--- src/rtl/mem_master_pkg.sv ---
// Shared widths, logic levels and access-size encodings for the memory master slice.
package mem_master_pkg;

    localparam int WIDTH = 32;
    localparam int LANES = WIDTH / 8;

    localparam logic HIGH = 1'b1;
    localparam logic LOW  = 1'b0;

    localparam logic [1:0] SZ_B = 2'b00;
    localparam logic [1:0] SZ_H = 2'b01;
    localparam logic [1:0] SZ_W = 2'b10;
    localparam logic [1:0] SZ_X = 2'b11;

    // Bytes touched by an access; the illegal size reports 0 and is rejected separately.
    function automatic logic [2:0] size_bytes(input logic [1:0] size);
        case (size)
            SZ_B:    size_bytes = 3'd1;
            SZ_H:    size_bytes = 3'd2;
            SZ_W:    size_bytes = 3'd4;
            default: size_bytes = 3'd0;
        endcase
    endfunction

endpackage

--- src/rtl/mem_lane_unit.sv ---
// Combinational lane logic: load extract/extend and store merge into the
// read word, selected by access size, byte offset and signedness.
module mem_lane_unit
    import mem_master_pkg::*;
(
    input  logic [1:0]       i_size,
    input  logic [1:0]       i_addr_lo,
    input  logic             i_signed,
    input  logic [WIDTH-1:0] i_rdata,
    input  logic [WIDTH-1:0] i_wdata,
    output logic [WIDTH-1:0] o_load_data,
    output logic [WIDTH-1:0] o_store_word
);

    logic [7:0]  w_rd_lane [LANES];
    logic [7:0]  w_byte;
    logic [15:0] w_half;

    genvar gi;
    generate
        for (gi = 0; gi < LANES; gi++) begin : g_lane
            localparam logic [1:0] LANE = 2'(gi);
            logic       w_hit;
            logic [7:0] w_src;

            assign w_rd_lane[gi] = i_rdata[8*gi +: 8];

            // Store data is right-aligned, so a halfword feeds lanes from its low/high byte.
            always_comb begin
                w_hit = LOW;
                w_src = i_wdata[8*gi +: 8];
                case (i_size)
                    SZ_B: begin
                        w_hit = (i_addr_lo == LANE);
                        w_src = i_wdata[7:0];
                    end
                    SZ_H: begin
                        w_hit = (i_addr_lo[1] == LANE[1]);
                        w_src = i_wdata[8*(gi%2) +: 8];
                    end
                    SZ_W:    w_hit = HIGH;
                    default: w_hit = LOW;
                endcase
            end

            assign o_store_word[8*gi +: 8] = w_hit ? w_src : w_rd_lane[gi];
        end
    endgenerate

    assign w_byte = w_rd_lane[i_addr_lo];
    assign w_half = i_addr_lo[1] ? i_rdata[31:16] : i_rdata[15:0];

    always_comb begin
        o_load_data = '0;
        case (i_size)
            SZ_B:    o_load_data = {{24{i_signed & w_byte[7]}}, w_byte};
            SZ_H:    o_load_data = {{16{i_signed & w_half[15]}}, w_half};
            SZ_W:    o_load_data = i_rdata;
            default: o_load_data = '0;
        endcase
    end

endmodule

--- src/rtl/mem_master.sv ---
// CPU-side load/store master for a word-wide memory: validates requests,
// reads for loads, and does read-modify-write for sub-word stores.
module mem_master
    import mem_master_pkg::*;
#(
    parameter int MEM_BYTES = 1024
) (
    input  logic             clk,
    input  logic             rst_n,
    input  logic             req_valid,
    output logic             req_ready,
    input  logic             req_we,
    input  logic [1:0]       req_size,
    input  logic             req_signed,
    input  logic [WIDTH-1:0] req_addr,
    input  logic [WIDTH-1:0] req_wdata,
    output logic             rsp_valid,
    output logic [WIDTH-1:0] rsp_rdata,
    output logic             rsp_err,
    output logic             MemRd,
    output logic             MemWr,
    output logic [WIDTH-1:0] addr,
    output logic [WIDTH-1:0] W_data,
    input  logic [WIDTH-1:0] R_data
);

    typedef enum logic [1:0] {S_IDLE, S_RD, S_WR, S_RESP} state_t;

    state_t           r_state;
    state_t           w_state_next;
    logic             r_we;
    logic [1:0]       r_size;
    logic             r_signed;
    logic [1:0]       r_addr_lo;
    logic [WIDTH-1:0] r_addr;
    logic [WIDTH-1:0] r_wdata;
    logic             r_err;
    logic [WIDTH-1:0] r_rdata;
    logic [WIDTH-1:0] r_wword;

    logic             w_accept;
    logic             w_misalign;
    logic             w_err;
    logic [WIDTH:0]   w_end;
    logic [WIDTH-1:0] w_load_data;
    logic [WIDTH-1:0] w_store_word;

    // One extra bit so addresses near the top of the 32-bit space cannot wrap past the check.
    assign w_end      = {1'b0, req_addr} + (WIDTH+1)'(size_bytes(req_size));
    assign w_misalign = ((req_size == SZ_H) && req_addr[0]) ||
                        ((req_size == SZ_W) && (req_addr[1:0] != 2'b00));
    assign w_err      = (req_size == SZ_X) || w_misalign || (w_end > (WIDTH+1)'(MEM_BYTES));
    assign w_accept   = req_valid && (r_state == S_IDLE);

    always_comb begin
        w_state_next = r_state;
        req_ready    = LOW;
        rsp_valid    = LOW;
        rsp_err      = LOW;
        MemRd        = LOW;
        MemWr        = LOW;
        case (r_state)
            S_IDLE: begin
                req_ready = HIGH;
                if (req_valid) begin
                    if (w_err)
                        w_state_next = S_RESP;
                    else if (req_we && (req_size == SZ_W))
                        w_state_next = S_WR;
                    else
                        w_state_next = S_RD;
                end
            end
            S_RD: begin
                MemRd        = HIGH;
                w_state_next = r_we ? S_WR : S_RESP;
            end
            S_WR: begin
                MemWr        = HIGH;
                w_state_next = S_RESP;
            end
            S_RESP: begin
                rsp_valid    = HIGH;
                rsp_err      = r_err;
                w_state_next = S_IDLE;
            end
            default: w_state_next = S_IDLE;
        endcase
    end

    always_ff @(posedge clk or negedge rst_n) begin
        if (!rst_n) begin
            r_state   <= S_IDLE;
            r_we      <= LOW;
            r_size    <= SZ_B;
            r_signed  <= LOW;
            r_addr_lo <= 2'b00;
            r_addr    <= '0;
            r_wdata   <= '0;
            r_err     <= LOW;
            r_rdata   <= '0;
            r_wword   <= '0;
        end else begin
            r_state <= w_state_next;
            if (w_accept) begin
                r_we      <= req_we;
                r_size    <= req_size;
                r_signed  <= req_signed;
                r_addr_lo <= req_addr[1:0];
                r_addr    <= {req_addr[WIDTH-1:2], 2'b00};
                r_wdata   <= req_wdata;
                r_err     <= w_err;
                r_rdata   <= '0;
                if (req_we && (req_size == SZ_W) && !w_err)
                    r_wword <= req_wdata;
            end
            // RD serves both loads and the read half of a sub-word store.
            if (r_state == S_RD) begin
                if (r_we)
                    r_wword <= w_store_word;
                else
                    r_rdata <= w_load_data;
            end
        end
    end

    assign addr      = r_addr;
    assign W_data    = r_wword;
    assign rsp_rdata = r_rdata;

    mem_lane_unit u_lane (
        .i_size       (r_size),
        .i_addr_lo    (r_addr_lo),
        .i_signed     (r_signed),
        .i_rdata      (R_data),
        .i_wdata      (r_wdata),
        .o_load_data  (w_load_data),
        .o_store_word (w_store_word)
    );

endmodule

--- config.mk ---
export PLATFORM = sky130hd
export DESIGN_NAME = mem_master
export DESIGN_NICKNAME = d
export VERILOG_FILES = /design/src/rtl/mem_master_pkg.sv /design/src/rtl/mem_lane_unit.sv /design/src/rtl/mem_master.sv
export SDC_FILE = /design/constraint.sdc
export NUM_CORES = 1
export LEC_CHECK = 0
export ABC_AREA = 0
export BUFFER_PORTS_ARGS = -buffer_cell sky130_fd_sc_hd__clkbuf_2
export CAP_MARGIN = 20
export CORE_UTILIZATION = 49
export CTS_BUF_LIST = sky130_fd_sc_hd__clkbuf_4
export CTS_CLUSTER_SIZE = 25
export DETAILED_ROUTE_END_ITERATION = 8
export HOLD_SLACK_MARGIN = 0.02
export PLACE_DENSITY = 0.75
export SYNTH_ARGS = -nofsm -noshare
export SYNTH_HDL_FRONTEND = slang
export SYNTH_SLANG_ARGS = --single-unit
--- constraint.sdc ---
create_clock -name clk -period 3.8 [get_ports clk]
set_clock_uncertainty 0.2 [all_clocks]
set_input_delay 0.19 -clock clk [delete_from_list [all_inputs] [get_ports clk]]
set_output_delay 0.19 -clock clk [all_outputs]
set_load 0.05 [all_outputs]
-- Word-level counts from Yosys, hierarchy flattened
Index checks and enable logic that the tools add are counted.
- output and inout port bits: 101
- bits in registers: 135
- logic and storage cells: 78
- input bits: 103
- add/sub/neg operators: 1
- magnitude comparators: 2
- muxes and demuxes: 34
- bitwise logic cells: 4
- reduce and logical (&&, ||, !) cells: 15
- equality and inequality tests: 12
- operator list (kind ; number):
    $mux 32 ; 7
    $pmux 32 s3 ; 1
    $mux 8 ; 8
    $add 32x3->33 ; 1
    $gt 33x11->1 const B ; 1
    $bmux 8 s2 ; 1
    $mux 16 ; 1
    $pmux 8 s2 ; 1
    $eq 2x2->1 const B ; 7
    $pmux 1 s3 ; 4
    $pmux 3 s3 ; 1
    $eq 2x1->1 const B ; 4
    $logic_not 2->1 ; 4
    $pmux 2 s4 ; 1
    $mux 1 ; 6
    $mux 2 ; 3
    $logic_and 1x1->1 ; 5
    $ge 3x3->1 const B ; 1
    $logic_or 1x1->1 ; 3
    $not 2->3 ; 1
    $and 1x1->1 ; 2
    $ne 2x2->1 const B ; 1
    $reduce_bool 2->1 ; 1
    $reduce_or 2->1 ; 1
    2 further kinds ; 2

-- Depth between registers and ports, before layout
Gate-level depths: netlist of the first run.
- depth in word-level cells: 11
- gate-level depth with buffers: 13
- mapped depth without buffers: 11

-- Hierarchy
From an unflattened synthesis of the first run, not the netlist that was laid out.
- cells, all modules: 880
- area, all modules: 7632.3 µm²
- by module, submodules not included (module ; area an instance (µm²) ; sequential area each (µm²) ; cells an instance ; times used):
    mem_master ; 6296.0 ; 3378.2 ; 695 ; 1
    mem_lane_unit ; 1336.3 ; 0.0 ; 185 ; 1

-- Worst setup path before layout of the first run
OpenSTA, ideal clock, no wires.
- kind: input port to flip-flop
- from: input port req_size[0]
- to: register r_wword[24] (netlist: W_data[24])
- setup slack: 0.576 ns
- data required time: 3.460 ns
- library setup time: 0.140 ns
- data arrival time: 2.885 ns
- stages on the path: 13
- path buffers: 2
- path through: nor2_1 -> ha_1 -> fa_1 -> xor2_1 -> a2111oi_0 -> nand2_1 -> a2111oi_0 -> a31oi_1 -> or3_1 -> buf_2 -> buf_2 -> o31ai_2 -> a22oi_1
- longest elaborated chain between the ends: 11
- elaborated cells on any way between the ends: 19
- those cells by class: 1 x add/sub; 1 x order compare; 3 x eq/ne; 5 x mux; 9 x reduce/logical
- RTL lines (what ; RTL line ; RTL):
    start, declared ; mem_master.sv:13 ; input logic [1:0] req_size,
    $eq 2x2->1 (tied with other cells) ; mem_master_pkg.sv:17, mem_master.sv:51, mem_master.sv:114 ;
    $pmux 3 s3 (tied with other cells) ; mem_master_pkg.sv:17 ; case (size)
    $add 32x3->33 / $logic_or 1x1->1 (equally long branches) ; mem_master.sv:49, mem_master.sv:50 ;
    $gt 33x11->1 / $logic_or 1x1->1 (equally long branches) ; mem_master.sv:52 ; assign w_err = (req_size == SZ_X) || w_misalign || (w_end > (WIDTH+1)'(MEM_BYTES));
    $logic_or 1x1->1 ; mem_master.sv:52 ;
    $logic_not 1->1 ; mem_master.sv:114 ; if (req_we && (req_size == SZ_W) && !w_err)
    $logic_and 1x1->1 * ; mem_master.sv:114 ;
    $mux 32 * ; mem_master.sv:114 ;
    $mux 32 * ; mem_master.sv:105 ; if (w_accept) begin
    $mux 32 ; mem_master.sv:119 ; if (r_we)
    $mux 32 * ; mem_master.sv:118 ; if (r_state == S_RD) begin
    end signal, assigned ; mem_master.sv:115 ; r_wword <= req_wdata;
    end signal, assigned ; mem_master.sv:120 ; r_wword <= w_store_word;
    end, declared ; mem_master.sv:39 ; logic [WIDTH-1:0] r_wword;
Every way passes the cells marked *; elsewhere a longest branch is shown, timed or not.
A chain may end at the register's enable or synchronous reset.

-- Worst setup path in the final report of the first run
- from: input port req_size[0]
- to: register r_wword[8] (netlist: W_data[8])
The elaborated chain is that of the path after synthesis.

==> flow_metrics.tcl, run 1 <==
set metrics [dict create \
    crit_path_end_kind "flop" \
    cp.arrival_ps 3860 \
    ant_nets 0 \
    gr-total-overflow 0 \
    yosys.area.top_type "dfrtp_1" \
    nets 1306 \
    hpwl_um 17120 \
    setup_violations 0 \
    synth_edf_count 0 \
    clock_sinks 135 \
    grt_pass1_wl_um 40890 \
    cap_viol_max_count 0 \
    status "completed" \
    async_reset_ff_share_pct 100.0 \
    port_buffers 201 \
    grt_pass1_vias 7766 \
    slew_viol_final 0 \
    cp-start-kind "input port" \
    synth_seq_area_share_pct 43.51 \
    pin_count 204 \
    cp.required_ps 4020 \
    yosysTopAreaCellShare_pct 43.51 \
    cts_tree "yes" \
    r2r_start "r_size[1]$_DFFE_PN0P_" \
    slowest_delay_ps 550 \
    relSlewSlack_pct 33.95 \
    wire_per_inst_um 18.56 \
    die_area_um2 16350 \
    syn_area_per_cell_um2 8.485 \
    synthDistinctLibCells 60 \
    routed_wirelength_um 26340 \
    regToRegSetupSlack_ps 660 \
    die_w_um 127.9 \
    drt-initial-drc-count 869 \
    syn_area_um2 7764 \
    slowest_stage "dlygate4sd3_1" \
    vias 8398 \
    cts-root-buf "clkbuf_4" \
    synth_area_leaders "dfrtp_1, nand2_1, o21ai_0" \
    drc 0 \
    period_share_pct 95.77 \
    ys_seq_elements 135 \
    path_cells "dlygate4sd3_1 > clkbuf_2 > nor2_1 > ha_1 > fa_1 > xor2_1 > a2111oi_1 > nand2_1 > a2111oi_0 > a31oi_1 > or3_1 > buf_12 > o31ai_1 > a22oi_1" \
    period_minus_slack_ps 3639 \
    synth_flop_cell "dfrtp_1" \
    clk_latency_ps 560 \
    synth_cells 915 \
    hold_viol_final 0 \
    grt_antenna_before_repair 1 \
    maxClockFrequency_ghz 0.2748 \
    grt.total_usage_pct 32.41 \
    syn_to_final_growth_pct 32.72 \
    power_density_nw_per_um2 838.9 \
    finalPower_w 0.008644 \
    r2r_end "rsp_rdata[3]$_DFF_PN0_" \
    dieHeight_um 127.9 \
    yosysWarnings 0 \
    start_util_pct 50.69 \
    power.leakage_nw 4.795 \
    htreeDepth 4 \
    numCtsBuffers 17 \
    num_rows 45 \
    hold_path.class "in2async" \
    reg2regPathDepth 5 \
    gp_congestion 0.9090 \
    layout-drive-gt1-share_pct 24.28 \
    yosys-top-cells-count "nand2_1, dfrtp_1, o21ai_0" \
    ir_drop_mv 0.5541 \
    tns_ps 0 \
    first_pass_iters 8 \
    synth_most_common_cell "nand2_1" \
    coreArea_um2 15310 \
    grt_start_max_net_pins 105 \
    tightest_slew_ps 990.8 \
    crit_fanout 34 \
    cts_max_path_buffers 2 \
    viasPerCell 5.918 \
    clkSlewWorstSetupHoldPaths_ps 120 \
    setup.worst_path.class "in2reg" \
]
==> metal layers <==
layer,up-vias,part of all wire (%),GRT usage [%],wire [um]
li1,3825,-,-,-
met1,3984,41,43.10,10790
met2,504,46,52.17,12210
met3,85,8.8,6.177,2325
met4,0,3.8,13.15,1006
met5,-,0,0,0
==> registers in the layout, indices dropped and copies added (netlist names) <==
register and flops:
r_wdata 32, addr 30, r_addr_lo 2, W_data 32, r_we 1, r_err 1
r_size 2, r_signed 1, r_state 2, rsp_rdata 32
==> power by group <==
part | switching [W] | internal (W)
sequential | 0.000588 | 0.00209
clock | 0.000559 | 0.000379
combinational | 0.00356 | 0.00146
total | 0.00471 | 0.00394
==> through the flow <==
step                hold WS, ps  setup slack [ps]  area (um2)  instances  util [%]
floorplan                -305.6             575.9        7767        916         -
global placement          186.8             262.8        8920       1277     58.24
detailed placement        184.0             74.99        8920       1277     58.24
CTS                       146.8             131.9       10270       1417     67.08
global route              189.4           -0.3721       10300       1419     67.28
finish                    123.5             160.6       10300       1419     67.28
==> layout make-up <==
class / instances / area, um2
fillers: 1251 / 5011
multi-input cells: 697 / 4043
flip-flops and latches: 135 / 3378
repair buffers: 333 / 2313
well taps: 211 / 264.0
clock inverters: 14 / 133.9
clock buffers: 17 / 127.6
inverters: 11 / 41.29
diodes: 1 / 2.502
==> cells in the final DEF, fill, tap and decap left out, drive strengths merged, types with 7 or more instances in the layout <==
master       synthesis  layout
nand3               20      20
o31ai               32      32
nand4               13      13
dfrtp              135     135
a222oi               7       7
buf                 25      24
nor2                51      51
o211ai               8       8
o21ai               76      76
a221oi               8       8
mux2                 7       7
nor3                10      10
a21oi               25      25
a22oi               32      32
ha                   7       7
dlygate4sd3          0     109
clkbuf              48     217
inv                 11      13
nand2              264     264
a31oi               39      39
mux2i               31      31
==> repair_timing <==
item,4_1_cts,5_1_grt
setup endpoints to repair,0,8
endpoints found under the hold margin,236,0
buffers inserted,0,0
hold buffers,109,0
resized for setup,0,2
==> how the worst max path moves through the flow <==
| stage | from | to | slack [ps] |
|---|---|---|---|
| after global routing | req_size[1] | W_data[12]$_DFF_PN0_ | -0.4 |
| final | req_size[0] | W_data[8]$_DFF_PN0_ | 160 |
| after global placement | req_size[1] | W_data[0]$_DFF_PN0_ | 260 |
| after detailed placement | req_size[0] | W_data[2]$_DFF_PN0_ | 70 |
| after floorplan | req_size[0] | W_data[24]$_DFF_PN0_ | 580 |
| after CTS | req_size[0] | W_data[2]$_DFF_PN0_ | 130 |
==> cells by family (layout without fill, tap and decap cells) <==
logic type	count (synthesis)	in the layout	synth area share [%]
AOI/OAI and AO/OA	253	253	22.42
xor gates and xnor gates	7	7	0.7897
adders and majority gates	8	8	1.386
buffers and inverters	84	375	4.932
DFF	135	135	43.51
muxes	39	39	5.302
other	1	3	0.04830
and+or+nand+nor	388	388	21.61
==> worst max-delay path, delay by kind of cell <==
kind / cells / cell delay (ps)
AOI/OAI and AO/OA: 5 / 1300
buffers and inverters: 3 / 920
xor gates and xnor gates: 1 / 190
adders and majority gates: 2 / 660
and+or+nand+nor: 3 / 590
Power figures use the tool's default switching activity.
==> inputs of run 2 (changes only) <==
--- a/config.mk
+++ b/config.mk
@@ -10,5 +10,5 @@
 export CAP_MARGIN = 20
 export CORE_UTILIZATION = 49
-export CTS_BUF_LIST = sky130_fd_sc_hd__clkbuf_4
+export CTS_BUF_LIST = sky130_fd_sc_hd__clkbuf_8
 export CTS_CLUSTER_SIZE = 25
 export DETAILED_ROUTE_END_ITERATION = 8
==> constraint.sdc (replaced) <==
create_clock -name clk -period 3.8 [get_ports clk]
set_clock_uncertainty 0.2 [all_clocks]
set_input_delay 0.19 -clock clk [delete_from_list [all_inputs] [get_ports clk]]
set_output_delay 0.19 -clock clk [all_outputs]
set_load 0.02 [all_outputs]
==> flow_metrics.tcl, run 2 (same netlist as run 1, synthesis figures left out) <==
set metrics [dict create \
    pin_count 204 \
    reg2regPathDepth 5 \
    hold_viol_final 0 \
    setup_violations 0 \
    drt-initial-drc-count 905 \
    clkSlewWorstSetupHoldPaths_ps 90 \
    rsz0062_at_grt "no" \
    grt_antenna_before_repair 0 \
    ir_drop_mv 0.4324 \
    syn_to_final_growth_pct 33.91 \
    crit_family "compound AO/OA/AOI/OAI gates" \
    dieHeight_um 127.9 \
    relSlewSlack_pct 34.27 \
    vias 8274 \
    cap_viol_max_count 0 \
    viasPerCell 5.856 \
    status "completed" \
    die_area_um2 16350 \
    setup.worst_path.class "in2reg" \
    slowest_stage "dlygate4sd3_1" \
    hpwl_um 17120 \
    crit_fanout 34 \
    gr-total-overflow 0 \
    place_area_um2 8920 \
    routed_wirelength_um 26510 \
    ant_nets 0 \
    path_cells "dlygate4sd3_1 > clkbuf_2 > nor2_1 > ha_1 > fa_2 > xor2_1 > a2111oi_1 > nand2_1 > a2111oi_1 > a31oi_1 > or3_1 > buf_12 > o31ai_1 > a22oi_1" \
    nFillCells 1234 \
    start_util_pct 50.69 \
    hold-worst-slack_ps 254.8 \
    slew_viol_final 0 \
    power_density_nw_per_um2 746.5 \
    multiInputGateArea_um2 4059 \
    htreeDepth 4 \
    cp.required_ps 3920 \
    maxClockFrequency_ghz 0.2728 \
    cts_tree "yes" \
    r2r_end "rsp_rdata[6]$_DFF_PN0_" \
    grt_pass1_wl_um 40920 \
    tightest_slew_ps 986.0 \
    cp-start-kind "input port" \
    tns_ps 0 \
    design_area_um2 10400 \
    clk_latency_ps 460 \
    gp_congestion 0.9090 \
    first_pass_iters 7 \
    num_rows 45 \
    cp.arrival_ps 3780 \
    numCtsBuffers 17 \
    cts_setup_buffers 0 \
    regToRegSetupSlack_ps 790 \
    crit_buf_inv 3 \
    wire_per_inst_um 18.76 \
    crit_path_end_kind "flop" \
    hold_path.class "in2async" \
    grt_start_max_net_pins 105 \
    period_share_pct 96.45 \
    nets 1300 \
    drc 0 \
    layout_common_cells "nand2_1, clkbuf_2, dfrtp_1" \
    grt.total_usage_pct 32.50 \
    clock_sinks 135 \
    layout_commonest_cell "nand2_1" \
    die_w_um 127.9 \
    slowest_delay_ps 550 \
    layout-drive-gt1-share_pct 24.98 \
    power.leakage_nw 4.835 \
    critPathMostFrequentCell "a2111oi_1" \
    port_buffers 201 \
    period_minus_slack_ps 3665 \
    regArea_um2 3378 \
    grt_pass1_vias 7666 \
    cts_max_path_buffers 2 \
    r2r_start "r_size[1]$_DFFE_PN0P_" \
    cts-root-buf "clkbuf_8" \
    coreArea_um2 15310 \
]
==> run 2: changes by cell type in the layout (fill, tap and decap cells not counted), sizes merged <==
cell,delta
clkbuf,+3
clkinv,-3
dlygate4sd3,-6
==> run 2: timing repair <==
action                                 CTS  global route
setup endpoints to repair                0            33
hold buffers                           103             0
endpoints found under the hold margin  230             0
resized for setup                        0             7
==> run 2: how the worst max path moves through the flow <==
stage                      from                   end  slack (ps)  cells past startpoint
CTS                 req_size[0]   W_data[2]$_DFF_PN0_          10                     14
global route        req_size[0]   W_data[2]$_DFF_PN0_          20                     14
floorplan           req_size[0]  W_data[24]$_DFF_PN0_         580                     13
detailed placement  req_size[0]   W_data[2]$_DFF_PN0_          70                     13
global placement    req_size[1]   W_data[0]$_DFF_PN0_         260                     13
finish              req_size[0]   W_data[2]$_DFF_PN0_         130                     14
==> run 2: metrics by stage <==
step / total power [W] / instances / worst slack [ps] / utilization [%]
floorplan: 0.005080 / 916 / 575.9 / -
global placement: 0.006252 / 1277 / 262.8 / 58.24
detailed placement: 0.006348 / 1277 / 74.99 / 58.24
CTS: 0.007661 / 1411 / 11.68 / 67.57
global route: 0.008260 / 1412 / 17.68 / 67.87
finish: 0.007761 / 1413 / 134.7 / 67.88
==> run 2: report_power, final <==
group	internal (W)	leakage, nW	switching (W)
Combinational	0.00141	2.97	0.00244
Clock	0.000632	0.193	0.000592
Sequential	0.00210	1.67	0.000584
==> run 2: worst reg2reg max path, cell delays in order, from the launching register on <==
cell	delay [ps]
dfrtp_1	920
nand2_1	220
o21a_1	400
a222oi_1	450
dlygate4sd3_1	600
o21ai_0	70
==> run 2: per-layer routing <==
metal | vias to the layer above | share of wire [%] | track usage [%]
li1 | 3808 | - | -
met1 | 3888 | 41 | 43.36
met2 | 487 | 47 | 52.24
met3 | 91 | 8.2 | 5.843
met4 | 0 | 4.0 | 13.63
met5 | - | 0 | 0
==> run 2: layout make-up <==
class,instances,area share [%]
Tap cell,211,2.539
Multi-Input combinational cell,697,39.04
Sequential cell,135,32.49
Timing Repair Buffer,327,21.68
Antenna cell,1,0.02407
Clock buffer,20,2.648
Inverter,11,0.3972
Clock inverter,11,1.179
==> inputs of run 3 (changes only) <==
Settings changed: CELL_PAD_IN_SITES_DETAIL_PLACEMENT from default to 1, CELL_PAD_IN_SITES_GLOBAL_PLACEMENT from default to 2, CORE_UTILIZATION 49 to 32, PLACE_DENSITY 0.75 to default, PLACE_DENSITY_LB_ADDON from default to 0.1.
Clock period 3.8 ns to 3.75 ns, I/O delays scaled along.
==> flow_metrics.tcl, run 3 (same netlist as run 1, synthesis figures left out) <==
set metrics [dict create \
    clk_latency_ps 460 \
    cts_tree "yes" \
    slowest_delay_ps 530 \
    p_comb_share_pct 50.3 \
    power.leakage_nw 4.852 \
    switching_share_pct 47.67 \
    grt_start_max_net_pins 93 \
    pin_count 204 \
    hold_path.class "in2async" \
    dpl.cell_count 1389 \
    numCtsBuffers 17 \
    grt_pass1_wl_um 48310 \
    port_buffers 201 \
    diodes 0 \
    cap_viol_max_count 0 \
    cts-root-buf "clkbuf_8" \
    vias 7984 \
    clock_sinks 135 \
    ir_drop_mv 0.3621 \
    gp_congestion 0.8619 \
    period_share_pct 95.51 \
    p_int_w 0.004094 \
    setup_violations 0 \
    hold_viol_final 0 \
    p_switching_w 0.003730 \
    crit_family "compound AO/OA/AOI/OAI gates" \
    pwr-share-seq_pct 35.0 \
    crit_path_end_kind "flop" \
    slew_viol_final 0 \
    grt_antenna_before_repair 0 \
    multiInputGateArea_um2 4110 \
    cts_setup_buffers 0 \
    start_util_pct 32.88 \
    die_w_um 157.8 \
    r2r_end "rsp_rdata[6]$_DFF_PN0_" \
    viasPerCell 5.242 \
    power_density_nw_per_um2 739.8 \
    tightest_slew_ps 936.6 \
    slowest_stage "dlygate4sd3_1" \
    reg2regPathDepth 5 \
    nFillCells 2868 \
    grt_pass1_vias 8482 \
    nets 1303 \
    cts_max_path_buffers 2 \
    coreArea_um2 23610 \
    design_area_um2 10580 \
    cp.required_ps 3870 \
    pwr-share-clk_pct 14.7 \
    hpwl_um 21710 \
    crit_fanout 34 \
    hold-worst-slack_ps 194.8 \
    cp.arrival_ps 3710 \
    regArea_um2 3378 \
    wire_per_inst_um 20.59 \
    drt-initial-drc-count 381 \
    cp-start-kind "input port" \
    crit_buf_inv 3 \
    layout_common_cells "nand2_1, clkbuf_2, dfrtp_1" \
    tns_ps 0 \
    place_area_um2 9120 \
    layout-drive-gt1-share_pct 25.75 \
    num_rows 56 \
    regToRegSetupSlack_ps 760 \
    die_area_um2 24890 \
    status "completed" \
    layout_commonest_cell "nand2_1" \
    routed_wirelength_um 31360 \
    period_minus_slack_ps 3581 \
    critPathMostFrequentCell "a2111oi_2" \
    ant_nets 0 \
    grt.total_usage_pct 25.87 \
    maxClockFrequency_ghz 0.2792 \
    setup.worst_path.class "in2reg" \
    crit_path_start "req_size[1]" \
    r2r_start "r_size[1]$_DFFE_PN0P_" \
    final_cells 1523 \
    gr-total-overflow 0 \
    syn_to_final_growth_pct 36.21 \
    drc 0 \
    relSlewSlack_pct 37.41 \
    clkSlewWorstSetupHoldPaths_ps 90 \
    path_cells "dlygate4sd3_1 > clkbuf_2 > nor2_1 > ha_1 > fa_2 > xor2_1 > a2111oi_2 > nand2_1 > a2111oi_2 > a31oi_1 > or3_1 > buf_12 > o31ai_1 > a22oi_1" \
    dieHeight_um 157.8 \
    first_pass_iters 8 \
    htreeDepth 4 \
]
[run 3: cell types whose count changed in the layout (fill, tap and decap cells not counted), sizes merged]
| cell | change |
|---|---|
| diode | -1 |
| clkbuf | -2 |
| bufinv | -1 |
| buf | +3 |
| inv | -1 |
| clkinv | +4 |
[run 3: routing by layer]
layer  part of all wire [%]  up-vias  GRT usage (%)
met5                      0        -              0
met4                    1.7        0          7.212
met3                    3.8       37          3.668
met2                     51      205          46.99
met1                     43     3937          31.61
li1                       -     3805              -
[run 3: metrics by stage]
stage                     util [%]  power [W]  worst slack, ps
final                        44.79   0.007824            168.6
after global routing         44.79   0.008445           -72.76
after CTS                    44.51   0.007902            31.38
after detailed placement     38.62   0.006633            84.25
after global placement       38.62   0.006565            218.4
after floorplan                  -   0.005147            528.4
[run 3: worst max-delay path by stage]
stage / cells after the start / endpoint / slack, ps
floorplan: 13 / W_data[24]$_DFF_PN0_ / 530
global placement: 13 / W_data[2]$_DFF_PN0_ / 220
detailed placement: 13 / W_data[31]$_DFF_PN0_ / 80
CTS: 14 / W_data[1]$_DFF_PN0_ / 30
global route: 14 / W_data[13]$_DFF_PN0_ / -70
finish: 14 / W_data[8]$_DFF_PN0_ / 170
[run 3: area by class of cell]
| class | count | share of cell area [%] |
|---|---|---|
| Multi-Input combinational cell | 697 | 38.87 |
| Sequential cell | 135 | 31.95 |
| Timing Repair Buffer | 330 | 21.64 |
| Tap cell | 319 | 3.774 |
| Clock buffer | 18 | 2.343 |
| Clock inverter | 13 | 1.041 |
| Inverter | 11 | 0.3904 |
[run 3: timing repair]
item | in CTS | in global routing
resized for setup | 0 | 15
endpoints found under the hold margin | 220 | 0
setup endpoints to repair | 0 | 35
hold buffers | 103 | 0
[run 3: power by group through the flow]
stage          sequential, W  clock [W]  combinational [W]
2_1_floorplan        0.00307          0            0.00208
3_3_place_gp         0.00276          0            0.00380
3_5_place_dp         0.00277          0            0.00386
4_1_cts              0.00275    0.00119            0.00397
5_1_grt              0.00282    0.00124            0.00439
6_report             0.00274    0.00115            0.00393
